File: src/rtl/jtcontra_snd_post.sv
// Stereo post-processing for the FM output: a gain stage with saturation and a one-pole low-pass filter.
// Both channels share one multiplier and one filter adder, so a sample takes five cycles to process.
module jtcontra_snd_post (
   input  logic        clk,
   input  logic        rst,
   input  logic        sample,
   input  logic [15:0] left_in,
   input  logic [15:0] right_in,
   input  logic [7:0]  gain,
   input  logic [2:0]  lpf_k,
   input  logic        mute,
   output logic [15:0] snd_left,
   output logic [15:0] snd_right,
   output logic        sample_out,
   output logic        clip,
   output logic        overrun
);

   localparam logic [2:0] IDLE   = 3'd0;
   localparam logic [2:0] GAIN_L = 3'd1;
   localparam logic [2:0] GAIN_R = 3'd2;
   localparam logic [2:0] FILT_L = 3'd3;
   localparam logic [2:0] FILT_R = 3'd4;

   localparam logic signed [24:0] SAT_MAX = 25'sd32767;
   localparam logic signed [24:0] SAT_MIN = -25'sd32768;

   logic [2:0]         state;
   logic               sample_d;
   logic               armed;
   logic               sample_rise;
   logic [15:0]        left_q;
   logic [15:0]        right_q;
   logic [7:0]         gain_q;
   logic [2:0]         k_q;
   logic               mute_q;
   logic [15:0]        x_l;
   logic [15:0]        x_r;
   logic [15:0]        y_l;
   logic [15:0]        y_r;
   logic               clip_l;
   logic               clip_r;

   logic signed [24:0] mul_a;
   logic signed [24:0] mul_b;
   logic signed [24:0] prod;
   logic signed [24:0] shifted;
   logic [15:0]        sat_val;
   logic               sat_flag;
   logic [15:0]        gained;

   logic [15:0]        x_sel;
   logic [15:0]        y_sel;
   logic signed [16:0] diff;
   logic signed [15:0] step;
   logic [15:0]        y_next;

   // armed stays low until sample is seen low, so a level held through reset is not an edge
   assign sample_rise = sample & ~sample_d & armed;
   assign overrun     = sample_rise & (state != IDLE) & ~rst;

   // One multiplier serves both channels: left in GAIN_L, right in GAIN_R
   always_comb begin
      mul_a    = (state == GAIN_R) ? {{9{right_q[15]}}, right_q} : {{9{left_q[15]}}, left_q};
      mul_b    = {17'd0, gain_q};
      prod     = mul_a * mul_b;
      shifted  = prod >>> 4;
      sat_flag = 1'b0;
      if (shifted > SAT_MAX) begin
         sat_val  = 16'h7FFF;
         sat_flag = 1'b1;
      end else if (shifted < SAT_MIN) begin
         sat_val  = 16'h8000;
         sat_flag = 1'b1;
      end else begin
         sat_val  = shifted[15:0];
      end
      gained = mute_q ? 16'd0 : sat_val;
   end

   // The filter result always lies between x and y, so truncating the step to 16 bits is safe
   always_comb begin
      x_sel  = (state == FILT_R) ? x_r : x_l;
      y_sel  = (state == FILT_R) ? y_r : y_l;
      diff   = $signed({x_sel[15], x_sel}) - $signed({y_sel[15], y_sel});
      step   = 16'(diff >>> k_q);
      y_next = (k_q == 3'd0) ? x_sel : y_sel + step;
   end

   always_ff @(posedge clk) begin
      if (rst) begin
         state      <= IDLE;
         sample_d   <= 1'b0;
         armed      <= ~sample;
         left_q     <= 16'd0;
         right_q    <= 16'd0;
         gain_q     <= 8'd0;
         k_q        <= 3'd0;
         mute_q     <= 1'b0;
         x_l        <= 16'd0;
         x_r        <= 16'd0;
         y_l        <= 16'd0;
         y_r        <= 16'd0;
         clip_l     <= 1'b0;
         clip_r     <= 1'b0;
         snd_left   <= 16'd0;
         snd_right  <= 16'd0;
         sample_out <= 1'b0;
         clip       <= 1'b0;
      end else begin
         sample_d   <= sample;
         armed      <= armed | ~sample;
         sample_out <= 1'b0;
         clip       <= 1'b0;
         case (state)
            IDLE: begin
               if (sample_rise) begin
                  left_q  <= left_in;
                  right_q <= right_in;
                  gain_q  <= gain;
                  k_q     <= lpf_k;
                  mute_q  <= mute;
                  state   <= GAIN_L;
               end
            end
            GAIN_L: begin
               x_l    <= gained;
               clip_l <= sat_flag;
               state  <= GAIN_R;
            end
            GAIN_R: begin
               x_r    <= gained;
               clip_r <= sat_flag;
               state  <= FILT_L;
            end
            FILT_L: begin
               y_l   <= y_next;
               state <= FILT_R;
            end
            FILT_R: begin
               y_r        <= y_next;
               snd_left   <= y_l;
               snd_right  <= y_next;
               sample_out <= 1'b1;
               clip       <= clip_l | clip_r;
               state      <= IDLE;
            end
            default: state <= IDLE;
         endcase
      end
   end

endmodule

File: config.mk
export PLATFORM = sky130hd
export DESIGN_NAME = jtcontra_snd_post
export DESIGN_NICKNAME = d
export VERILOG_FILES = /design/src/rtl/jtcontra_snd_post.sv
export SDC_FILE = /design/constraint.sdc
export NUM_CORES = 1
export LEC_CHECK = 0
export ABC_AREA = 1
export BUFFER_PORTS_ARGS = -buffer_cell sky130_fd_sc_hd__buf_4
export CORE_MARGIN = 2
export CORE_UTILIZATION = 62
export DETAILED_ROUTE_END_ITERATION = 10
export PLACE_DENSITY = 0.83
export SYNTH_ARGS = -nofsm -noshare
export SYNTH_HDL_FRONTEND = slang
export SYNTH_SLANG_ARGS = --single-unit
File: constraint.sdc
create_clock -name clk -period 9.4 [get_ports clk]
set_clock_uncertainty 0.05 [all_clocks]
set_input_delay 1.41 -clock clk [delete_from_list [all_inputs] [get_ports clk]]
set_output_delay 1.41 -clock clk [all_outputs]
set_load 0.05 [all_outputs]
# Word-level counts from Yosys, hierarchy flattened
# Index checks and enable logic that the tools add are counted.
[totals]
reg_bits = 133
word_cells = 56
[op_classes]
n_addsub = 2
multipliers = 1
reduce_logical = 5
bitwise = 10
mux = 13
order_cmp = 2
n_shift = 1
n_eq_ne = 5
[op_table]
columns = ["op", "count"]
rows = [
  ["2-to-1 mux 16 bit", 6],
  ["multiplier 25 x 9 -> 25 bit", 1],
  ["2-to-1 mux 25 bit", 1],
  ["> comparator 21 x 16 -> 1 bit, second input constant", 1],
  ["< comparator 21 x 16 -> 1 bit, second input constant", 1],
  [">>> shifter 17 x 3 -> 16 bit", 1],
  ["subtractor 16 x 16 -> 17 bit", 1],
  ["adder 16 bit", 1],
  ["case mux 3 bit (4 select lines)", 1],
  ["equality test 3 x 2 -> 1 bit, second input constant", 2],
  ["logical NOT 3 bit", 2],
  ["bitwise AND 1 bit", 4],
  ["2-to-1 mux 1 bit", 4],
  ["NOT 1 bit", 4],
  ["equality test 3 x 1 -> 1 bit, second input constant", 1],
  ["equality test 3 bit, second input constant", 1],
  ["2-to-1 mux 3 bit", 1],
  ["nonzero test 3 bit", 1],
  ["!= test 2 bit, second input constant", 1],
  ["OR 1 bit", 2],
  ["AND reduction 2 bit", 1],
  ["OR reduction 2 bit", 1],
]

# Longest topological paths before layout
# Gate-level depths: netlist of run 1.
[depth]
depth_word = 7
ltp_mapped = 37
mapped_depth_nobuf = 34

# Worst setup path after synthesis of run 1
# OpenSTA, ideal clock, no wires.
[synth_path]
path_kind = "register -> register"
start = "reg state[2]"
end = "reg clip_l"
required_ns = 9.234
stages_incl_launch_ff = 33
synth_period_minus_slack_ns = 5.599
t_arrival_ns = 5.433
setup_slack_ns = 3.801
n_path_buf = 2
path_cell_list = "dfxtp_1 > nor2_1 > inv_1 > nor2_1 > inv_1 > clkbuf_1 > o21ai_0 > inv_1 > nand2_1 > fa_1 > fa_1 > inv_1 > fa_1 > inv_1 > fa_1 > inv_1 > ha_1 > a21o_1 > a21oi_1 > nand2_2 > nand3_1 > nand2_1 > a21oi_1 > inv_1 > nand2_1 > nand2_1 > nor2_1 > nand2_1 > nand2_2 > buf_8 > nand3_1 > o211ai_1 > inv_1"
[synth_between]
elab_chain_len = 6
[synth_lines]
columns = ["element", "line_no", "rtl"]
rows = [
  ["from (decl)", "28", "logic [2:0] state;"],
  ["from (signal assigned)", "92", "state <= IDLE;"],
  ["from (signal assigned)", "123", "state <= GAIN_L;"],
  ["from (signal assigned)", "129", "state <= GAIN_R;"],
  ["equality test 3 x 2 -> 1 bit", "64", "mul_a = (state == GAIN_R) ? {{9{right_q[15]}}, right_q} : {{9{left_q[15]}}, left_q};"],
  ["2-to-1 mux 25 bit", "64", ""],
  ["multiplier 25 x 9 -> 25 bit", "66", "prod = mul_a * mul_b;"],
  ["< comparator 21 x 16 -> 1 bit", "72", "end else if (shifted < SAT_MIN) begin"],
  ["2-to-1 mux 1 bit", "72", ""],
  ["2-to-1 mux 1 bit", "69", "if (shifted > SAT_MAX) begin"],
  ["to (signal assigned)", "128", "clip_l <= sat_flag;"],
  ["to (decl)", "41", "logic clip_l;"],
]
# Several ways; a longest one is shown, not always the timed one.
# A chain may end at the register's enable or synchronous reset.

# Final worst setup path of run 1
[layout_path]
start = "reg state[2]"
end = "reg x_r[4]"
[layout_between]
elab_chain_len = 7
[layout_lines]
columns = ["element", "line_no", "rtl"]
rows = [
  ["equality test 3 x 2 -> 1 bit *", "64, 115", ""],
  ["2-to-1 mux 25 bit", "64", ""],
  ["multiplier 25 x 9 -> 25 bit", "66", ""],
  ["< comparator 21 x 16 -> 1 bit", "72", ""],
  ["2-to-1 mux 16 bit", "72", ""],
  ["2-to-1 mux 16 bit", "69", ""],
  ["2-to-1 mux 16 bit", "78", "gained = mute_q ? 16'd0 : sat_val;"],
  ["to (signal assigned)", "132", "x_r <= gained;"],
  ["to (decl)", "38", "logic [15:0] x_r;"],
]
# Mark *: on every way between the ends. The rest lies on a longest branch, timed or not.

==> tab_implementation.tex, run 1 <==
\begin{tabular}{lr}
\hline
Metric & Value \\
\hline
\multicolumn{2}{l}{\textbf{Outcome}} \\
\quad Result of the run & complete, no violations \\
\multicolumn{2}{l}{\textbf{Timing}} \\
\quad Highest clock frequency the design can meet & 0.142 GHz \\
\quad Endpoints failing hold & 0 \\
\quad Clock period minus final worst setup slack & 7.02 ns \\
\quad Min setup slack post-route & 2.38 ns \\
\quad Final setup violation count & 0 \\
\quad Normalized max-slew margin & 0.316 \\
\quad Final number of max-transition violations & 0 \\
\quad Sum of negative setup slack & 0 ns \\
\quad Crit share post-route & 0.747 \\
\quad Unrepaired setup endpoints after global routing & false \\
\quad Transition at the pin with the smallest max-transition slack & 1.03 ns \\
\multicolumn{2}{l}{\textbf{Setup path}} \\
\quad Cell depth of the worst flop-to-flop path & 27 \\
\quad Critical Path End Type & flip-flop \\
\quad Category of the worst setup path launch point & flip-flop \\
\quad Cell type group with the largest total delay on the critical path & adder cells \\
\quad Endpoint of the worst-slack reg-to-reg timing path & x\_r[4] \\
\quad Worst Path Required & 9.72 ns \\
\quad Critical path's largest stage delay & 0.74 ns \\
\quad Largest fanout on the critical path & 26 \\
\quad Buffer and inverter count on the worst path & 7 \\
\quad Critical path arrival & 7.35 ns \\
\quad Highest-delay cell along the critical path & sky130\_fd\_sc\_hd\_\_inv\_1 \\
\quad Setup Crit Path Kind & flip-flop to flip-flop \\
\quad Source of the worst register-to-register timing path & state[2] \\
\quad R2r setup slk & 2.38 ns \\
\quad Cell with the most instances on the worst path & sky130\_fd\_sc\_hd\_\_inv\_1 \\
\quad Startpoint of the worst setup timing path & state[2] \\
\multicolumn{2}{l}{\textbf{GRT}} \\
\quad Pin count of the biggest net entering global routing & 77 \\
\quad Number of antenna violations at the first check in global routing & 0 \\
\quad Number of global-route vias before repair & 10822 \\
\quad Global-route total usage across every layer & 0.315 \\
\quad First-pass GRT wire length & 51500 microns \\
\quad Aggregate global routing overflow & 0 \\
\multicolumn{2}{l}{\textbf{Yosys}} \\
\quad Post-Synthesis Mean Instance Area & 7.00 sq um \\
\quad Count leader, synth & sky130\_fd\_sc\_hd\_\_inv\_1 \\
\quad Number of enable flip-flop cells after synthesis & 0 \\
\quad Net Count, Synth & 1983 \\
\quad Register bit total from synthesis & 133 \\
\quad Predominant post-synthesis flop cell & sky130\_fd\_sc\_hd\_\_dfxtp\_1 \\
\quad Yosys warning total & 0 \\
\quad Number of different library cells in the post-synthesis netlist & 44 \\
\quad Sequential element share of the synthesized area & 0.217 \\
\quad Synth top area share & 0.217 \\
\quad Gate count of the mapped netlist & 1754 \\
\quad Most frequent cells after synthesis & sky130\_fd\_sc\_hd\_\_inv\_1 (330), sky130\_fd\_sc\_hd\_\_nand2\_1 (292), sky130\_fd\_sc\_hd\_\_nor2\_1 (209) \\
\quad Synth area leader & sky130\_fd\_sc\_hd\_\_dfxtp\_1 \\
\quad Cell area after technology mapping & 0.0123 sq mm \\
\quad Dominant cells by area after synthesis & sky130\_fd\_sc\_hd\_\_dfxtp\_1 (22\%), sky130\_fd\_sc\_hd\_\_fa\_1 (17\%), sky130\_fd\_sc\_hd\_\_inv\_1 (10\%) \\
\quad Share of async-settable or async-resettable flops after synthesis & 0 \\
\multicolumn{2}{l}{\textbf{Pwr}} \\
\quad Maximum vdd drop & 0.141 mV \\
\quad Leak Pwr & 0.00728 uW \\
\quad Pwr dens & 169 mW/mm\^{}2 \\
\multicolumn{2}{l}{\textbf{Hold path}} \\
\quad Worst hold path endpoint & right\_q[0] \\
\quad Hold path cells & 2 \\
\quad Min-delay src & right\_q[0] \\
\quad Min-Delay Path Class & flip-flop to flip-flop \\
\multicolumn{2}{l}{\textbf{Routing}} \\
\quad Via density per instance & 5.42 \\
\quad Number of optimization iterations in the first detailed-route pass & 5 \\
\quad Total wire length & 31700 microns \\
\quad Number of routed nets with antenna violations & 0 \\
\quad Remaining design rule violation count & 0 \\
\quad DRC violation total after the first TritonRoute iteration & 834 \\
\quad Total number of vias & 11204 \\
\quad Per-cell routed wire length & 15.3 microns \\
\multicolumn{2}{l}{\textbf{Clock network}} \\
\quad Post-cts gate resize count & 0 \\
\quad Max clock buf depth & 2 \\
\quad Post CTS Setup Buffer Count & 0 \\
\quad Clock root buffer & sky130\_fd\_sc\_hd\_\_clkbuf\_16 \\
\quad Clock latency at the later pin of the worst-skew pair & 0.43 ns \\
\quad Number of buffers created by CTS & 17 \\
\quad CTS tree & yes \\
\quad H-tree Lvls & 4 \\
\quad Number of hold-repair buffers added at the cts stage & 0 \\
\quad Reg clk slew, reported paths & 0.07 ns \\
\quad Clock Sink Count & 133 \\
\multicolumn{2}{l}{\textbf{Floorplan}} \\
\quad Die Outline Area & 0.0209 sq mm \\
\quad Standard cell core area & 0.0195 sq mm \\
\quad Die height & 145 microns \\
\quad Die X-Extent & 145 microns \\
\quad \# rows & 51 \\
\quad I/O pin cnt & 82 \\
\quad Effective utilization at floorplan & 0.631 \\
\multicolumn{2}{l}{\textbf{Layout}} \\
\quad Antenna diode count & 0 \\
\quad Fraction of layout instances using a drive strength above 1 & 0.0932 \\
\quad Area added between synthesis and finish & 10.6\% \\
\quad Final cell count without fillers & 2068 \\
\quad Design area & 0.0136 sq mm \\
\quad Number of filler cells placed in the layout & 1670 \\
\quad Number of nets at the end of the flow & 2019 \\
\multicolumn{2}{l}{\textbf{Placement}} \\
\quad Setup slack at placement & 2.51 ns \\
\quad Post-DP HPWL & 25000 microns \\
\quad GPL Wtd Cong & 0.970 \\
\quad Dpl cells & 2036 \\
\quad Area after DPL & 0.0130 sq mm \\
\quad Number of port buffers & 81 \\
\multicolumn{2}{l}{\textbf{Run}} \\
\quad Reported max-cap violation count & 0 \\
\hline
\end{tabular}
## power by group
part | leakage [uW] | total (uW) | internal [uW] | switching, uW
Combinational | 0.00591 | 990 | 338 | 653
Sequential | 0.00108 | 628 | 601 | 26.7
Clock | 0.000283 | 674 | 397 | 277
Total | 0.00728 | 2290 | 1340 | 957
## per-layer routing
metal	up-vias	wire length (microns)	track usage
li1	5552	-	-
met1	5204	12800	0.381
met2	352	16000	0.548
met3	96	1360	0.0434
met4	0	1570	0.164
met5	-	0	0
## sequential cells by signal (all words and copies together), names as in the netlist, 3 cells and up
signal,count
k_q,3
y_l,16
state,3
x_l,16
gain_q,8
right_q,16
left_q,16
y_r,16
x_r,16
snd_left,16
## kinds of logic (layout without fill, tap and decap cells)
kind of cell / after synthesis / after routing / synth area share
buffers and inverters: 405 / 454 / 0.127
DFF: 133 / 133 / 0.217
muxes: 4 / 4 / 0.00326
AOI/OAI and AO/OA: 341 / 341 / 0.152
and+or+nand+nor: 647 / 647 / 0.222
xor gates and xnor gates: 42 / 42 / 0.0306
adders and majority gates: 182 / 182 / 0.249
## through the flow
| stage | hold WS, ns | util | total power [uW] |
|---|---|---|---|
| 6_report | 0.411 | 0.697 | 2290 |
| 5_1_grt | 0.438 | 0.697 | 2450 |
| 4_1_cts | 0.415 | 0.697 | 2280 |
| 3_5_place_dp | 0.397 | 0.667 | 1610 |
| 3_3_place_gp | 0.393 | 0.667 | 1590 |
| 2_1_floorplan | 0.378 | - | 1400 |
## tightest hold or removal path, delay by kind of cell (launching register included)
kind            cells  cell delay (ns)
flops               1             0.30
compound gates      1             0.06
buf+inv             1             0.06
## layout by cell type (no fill, tap or decap), types with 3 or more instances in the layout
master and count:
sky130_fd_sc_hd__o21a_1 18, sky130_fd_sc_hd__inv_1 328, sky130_fd_sc_hd__xnor2_1 20, sky130_fd_sc_hd__nand3_2 9, sky130_fd_sc_hd__mux2i_1 4, sky130_fd_sc_hd__ha_1 78, sky130_fd_sc_hd__o21bai_1 4, sky130_fd_sc_hd__clkinv_1 3
sky130_fd_sc_hd__nand2_1 291, sky130_fd_sc_hd__inv_6 5, sky130_fd_sc_hd__clkbuf_16 17, sky130_fd_sc_hd__inv_2 3, sky130_fd_sc_hd__clkinv_4 3, sky130_fd_sc_hd__nand3_1 90, sky130_fd_sc_hd__o21ai_0 179, sky130_fd_sc_hd__or2_2 21
sky130_fd_sc_hd__nor3_1 9, sky130_fd_sc_hd__nand3b_1 3, sky130_fd_sc_hd__nor2_1 208, sky130_fd_sc_hd__fa_1 104, sky130_fd_sc_hd__clkinvlp_4 3, sky130_fd_sc_hd__xor2_1 21, sky130_fd_sc_hd__a31oi_1 4, sky130_fd_sc_hd__a21o_1 8
sky130_fd_sc_hd__buf_4 88, sky130_fd_sc_hd__nand4_1 4, sky130_fd_sc_hd__a21oi_1 110, sky130_fd_sc_hd__o211ai_1 6, sky130_fd_sc_hd__dfxtp_1 133, sky130_fd_sc_hd__nand2_2 5
## how the worst max path moves through the flow
stage	end	slack [ns]	depth (start not counted)
global placement	x_r[6]	2.66	28
global route	x_l[4]	1.97	32
floorplan	clip_l	3.80	32
detailed placement	x_r[6]	2.51	27
CTS	x_r[4]	2.46	26
finish	x_r[4]	2.38	27
## cell type report
type / count / area (sq um) / share of cell area
Multi-Input combinational cell: 1216 / 8070 / 0.594
Sequential cell: 133 / 2660 / 0.196
Inverter: 334 / 1250 / 0.0924
Timing Repair Buffer: 88 / 661 / 0.0487
Clock buffer: 17 / 425 / 0.0314
Tap cell: 265 / 332 / 0.0244
Clock inverter: 15 / 169 / 0.0124
(Power assumes the default switching activity.)
==> run 2: changes to the inputs <==
--- a/config.mk
+++ b/config.mk
@@ -5,7 +5,7 @@
 export SDC_FILE = /design/constraint.sdc
 export NUM_CORES = 1
 export LEC_CHECK = 0
-export ABC_AREA = 1
+export ABC_AREA = 0
 export BUFFER_PORTS_ARGS = -buffer_cell sky130_fd_sc_hd__buf_4
 export CORE_MARGIN = 2
 export CORE_UTILIZATION = 62
==> constraint.sdc (replaced) <==
create_clock -name clk -period 6.67 [get_ports clk]
set_clock_uncertainty 0.05 [all_clocks]
set_input_delay 1.0005 -clock clk [delete_from_list [all_inputs] [get_ports clk]]
set_output_delay 1.0005 -clock clk [all_outputs]
set_load 0.05 [all_outputs]
==> run 2 against run 1 <==
Effect of this change:
- fmax is 10% higher
- critical path depth is 5 lower
- highest routed layer unchanged
- clock power is 36% higher
- largest cell class unchanged
- wire length is 1.4% higher
- hold slack worse by 0.0027 ns
- sequential cell count stayed put
- utilization is 1.5 points higher
==> tab_implementation.tex, run 2 <==
\begin{tabular}{lr}
\hline
Metric & Value \\
\hline
\multicolumn{2}{l}{\textbf{Outcome}} \\
\quad Result of the run & complete, no violations \\
\multicolumn{2}{l}{\textbf{Hold path}} \\
\quad Hold path cells & 2 \\
\quad Worst hold path endpoint & right\_q[12] \\
\quad Min-Delay Path Class & flip-flop to flip-flop \\
\quad Min-delay src & right\_q[12] \\
\multicolumn{2}{l}{\textbf{Setup path}} \\
\quad Endpoint of the worst-slack reg-to-reg timing path & y\_l[14] \\
\quad Highest-delay cell along the critical path & sky130\_fd\_sc\_hd\_\_mux4\_2 \\
\quad Cell depth of the worst flop-to-flop path & 22 \\
\quad Largest fanout on the critical path & 23 \\
\quad Buffer and inverter count on the worst path & 1 \\
\quad Critical path, cell by cell & buf\_4, nor2\_1, and2\_4, mux2i\_1, ha\_1, a211oi\_1, a31oi\_1, o311a\_1, o211ai\_1, nor2\_1, mux4\_2, nand2\_1, o21ai\_0, ha\_1, o21a\_1, nor2\_1, a211oi\_1, nor3\_1, o41ai\_1, xor2\_1, nand2\_1, a211oi\_1 \\
\quad Critical path's largest stage delay & 0.51 ns \\
\quad Critical path arrival & 6.67 ns \\
\quad Source of the worst register-to-register timing path & state[0] \\
\quad Category of the worst setup path launch point & flip-flop \\
\quad Setup Crit Path Kind & flip-flop to flip-flop \\
\quad Critical Path End Type & flip-flop \\
\quad Cell type group with the largest total delay on the critical path & compound AO/OA/AOI/OAI gates \\
\quad R2r setup slk & 0.29 ns \\
\quad Worst Path Required & 6.95 ns \\
\multicolumn{2}{l}{\textbf{Pwr}} \\
\quad Pwr dens & 204 mW/mm\^{}2 \\
\quad Maximum vdd drop & 0.170 mV \\
\quad Leak Pwr & 0.00639 uW \\
\multicolumn{2}{l}{\textbf{Timing}} \\
\quad Transition at the pin with the smallest max-transition slack & 1.07 ns \\
\quad Normalized max-slew margin & 0.290 \\
\quad Final setup violation count & 0 \\
\quad Clock period minus final worst setup slack & 6.38 ns \\
\quad Endpoints failing hold & 0 \\
\quad Final number of max-transition violations & 0 \\
\quad Final hold slack & 0.409 ns \\
\quad Highest clock frequency the design can meet & 0.157 GHz \\
\quad Crit share post-route & 0.957 \\
\quad Sum of negative setup slack & 0 ns \\
\multicolumn{2}{l}{\textbf{Routing}} \\
\quad Remaining design rule violation count & 0 \\
\quad Number of routed nets with antenna violations & 0 \\
\quad Per-cell routed wire length & 17.0 microns \\
\quad DRC violation total after the first TritonRoute iteration & 849 \\
\quad Via density per instance & 5.81 \\
\quad Total number of vias & 10960 \\
\quad Total wire length & 32200 microns \\
\quad Number of optimization iterations in the first detailed-route pass & 5 \\
\multicolumn{2}{l}{\textbf{Yosys}} \\
\quad Share of async-settable or async-resettable flops after synthesis & 0 \\
\quad Xor and xnor area share after synthesis & 0.0303 \\
\quad Cell area after technology mapping & 0.0121 sq mm \\
\quad Synth top area share & 0.219 \\
\quad Combinational family with the most area after synthesis & adder cells \\
\quad Adder and majority gate portion of the synthesized area & 0.252 \\
\quad Count leader, synth & sky130\_fd\_sc\_hd\_\_nand2\_1 \\
\quad Post-synthesis mux area share & 0.0392 \\
\quad Area fraction in and, or, nand and nor cells after synthesis & 0.219 \\
\quad Post-synthesis compound-gate area fraction & 0.164 \\
\quad Number of different library cells in the post-synthesis netlist & 71 \\
\quad Yosys warning total & 0 \\
\quad Net Count, Synth & 1770 \\
\quad Most frequent cells after synthesis & sky130\_fd\_sc\_hd\_\_nand2\_1 (321), sky130\_fd\_sc\_hd\_\_inv\_1 (172), sky130\_fd\_sc\_hd\_\_dfxtp\_1 (133) \\
\quad Sequential element share of the synthesized area & 0.219 \\
\quad Gate count of the mapped netlist & 1541 \\
\quad Dominant cells by area after synthesis & sky130\_fd\_sc\_hd\_\_dfxtp\_1 (22\%), sky130\_fd\_sc\_hd\_\_fa\_1 (17\%), sky130\_fd\_sc\_hd\_\_nand2\_1 (9.9\%) \\
\quad Predominant post-synthesis flop cell & sky130\_fd\_sc\_hd\_\_dfxtp\_1 \\
\quad Number of enable flip-flop cells after synthesis & 0 \\
\quad Post-Synthesis Mean Instance Area & 7.87 sq um \\
\quad Register bit total from synthesis & 133 \\
\quad Synth area leader & sky130\_fd\_sc\_hd\_\_dfxtp\_1 \\
\multicolumn{2}{l}{\textbf{Clock network}} \\
\quad Number of buffers created by CTS & 17 \\
\quad H-tree Lvls & 4 \\
\quad CTS tree & yes \\
\quad Reg clk slew, reported paths & 0.07 ns \\
\quad Max clock buf depth & 2 \\
\quad Clock root buffer & sky130\_fd\_sc\_hd\_\_clkbuf\_16 \\
\quad Clock Sink Count & 133 \\
\quad Number of hold-repair buffers added at the cts stage & 0 \\
\quad Clock latency at the later pin of the worst-skew pair & 0.43 ns \\
\multicolumn{2}{l}{\textbf{Floorplan}} \\
\quad Standard cell core area & 0.0193 sq mm \\
\quad I/O pin cnt & 82 \\
\quad Die Outline Area & 0.0207 sq mm \\
\quad \# rows & 51 \\
\quad Effective utilization at floorplan & 0.628 \\
\quad Die height & 144 microns \\
\quad Die X-Extent & 144 microns \\
\multicolumn{2}{l}{\textbf{GRT}} \\
\quad First-pass GRT wire length & 52400 microns \\
\quad Met2 usage in global routing & 0.528 \\
\quad Met3 capacity usage during global routing & 0.0526 \\
\quad Most used routing layer in global routing & met2 \\
\quad Global Route met1 Usage & 0.421 \\
\quad Number of antenna violations at the first check in global routing & 0 \\
\quad Number of global-route vias before repair & 10752 \\
\quad Pin count of the biggest net entering global routing & 101 \\
\quad Aggregate global routing overflow & 0 \\
\quad Global-route total usage across every layer & 0.321 \\
\multicolumn{2}{l}{\textbf{Placement}} \\
\quad GPL Wtd Cong & 0.950 \\
\quad Post-DP HPWL & 24700 microns \\
\quad Area after DPL & 0.0131 sq mm \\
\quad Number of port buffers & 81 \\
\quad Dpl cells & 1851 \\
\multicolumn{2}{l}{\textbf{Layout}} \\
\quad Top library cells by usage in the layout, fill and taps aside & sky130\_fd\_sc\_hd\_\_nand2\_1 (312), sky130\_fd\_sc\_hd\_\_inv\_1 (172), sky130\_fd\_sc\_hd\_\_dfxtp\_1 (132) \\
\quad Number of nets at the end of the flow & 1838 \\
\quad Final cell count without fillers & 1887 \\
\quad Fraction of layout instances using a drive strength above 1 & 0.126 \\
\quad Antenna diode count & 0 \\
\quad Area added between synthesis and finish & 13.6\% \\
\quad Commonest non-fill, non-tap cell in the layout & sky130\_fd\_sc\_hd\_\_nand2\_1 \\
\quad Design area & 0.0138 sq mm \\
\multicolumn{2}{l}{\textbf{Run}} \\
\quad Reported max-cap violation count & 0 \\
\hline
\end{tabular}
run 2: cell families after synthesis:
logic type	Yosys count
AOI/OAI and AO/OA	299
xor gates and xnor gates	42
adders and majority gates	182
buffers and inverters	245
DFF	133
muxes	42
and+or+nand+nor	598
run 2: metrics by stage:
stage / utilization / setup slack, ns / power [uW]
2_1_floorplan: - / 0.241 / 1620
3_3_place_gp: 0.676 / 0.262 / 1840
3_5_place_dp: 0.676 / -0.0160 / 1860
4_1_cts: 0.706 / 0.0489 / 2780
5_1_grt: 0.713 / -0.0366 / 2960
6_report: 0.713 / 0.287 / 2810
run 2: cell type report:
class	instances	area (sq um)
Tap cell	265	332
Clock inverter	14	130
Multi-Input combinational cell	1163	8640
Sequential cell	133	2660
Fill cell	1431	5560
Timing Repair Buffer	119	913
Clock buffer	18	439
Inverter	175	657
run 2: timing repair:
action                     CTS  global route
gates cloned                 0             0
buffers inserted             0             4
pin swaps                    0             2
setup endpoints to repair   11            36
gates resized for setup      2            27
run 2: worst max path at each step:
stage	startpoint	endpoint	slack, ns	cells after the start
detailed placement	state[1]	x_l[3]	-0.02	21
global placement	state[1]	x_l[14]	0.26	23
CTS	state[1]	x_l[3]	0.05	23
floorplan	state[1]	x_l[4]	0.24	25
global route	state[2]	x_l[3]	-0.04	24
finish	state[0]	y_l[14]	0.29	22
run 2: worst reg2reg max path: cells and delay by family (launching register included):
| family | cells | cell delay (ns) |
|---|---|---|
| buffers and inverters | 1 | 0.16 |
| AOI/OAI and AO/OA | 9 | 2.60 |
| adders and majority gates | 2 | 0.73 |
| muxes | 2 | 0.97 |
| xor gates and xnor gates | 1 | 0.31 |
| DFF | 1 | 0.32 |
| and+or+nand+nor | 7 | 1.15 |
run 2: layer usage:
layer	share of wire	vias to the layer above	routed length, microns
li1	-	5192	-
met1	0.42	5251	13500
met2	0.48	419	15300
met3	0.067	98	2140
met4	0.037	0	1190
met5	0	-	0
run 2: report_power, final:
| part | leakage, uW | switching [uW] | internal [uW] |
|---|---|---|---|
| sequential | 0.00108 | 47.0 | 838 |
| clock | 0.000282 | 414 | 504 |
| combinational | 0.00503 | 593 | 418 |
| total | 0.00639 | 1050 | 1760 |
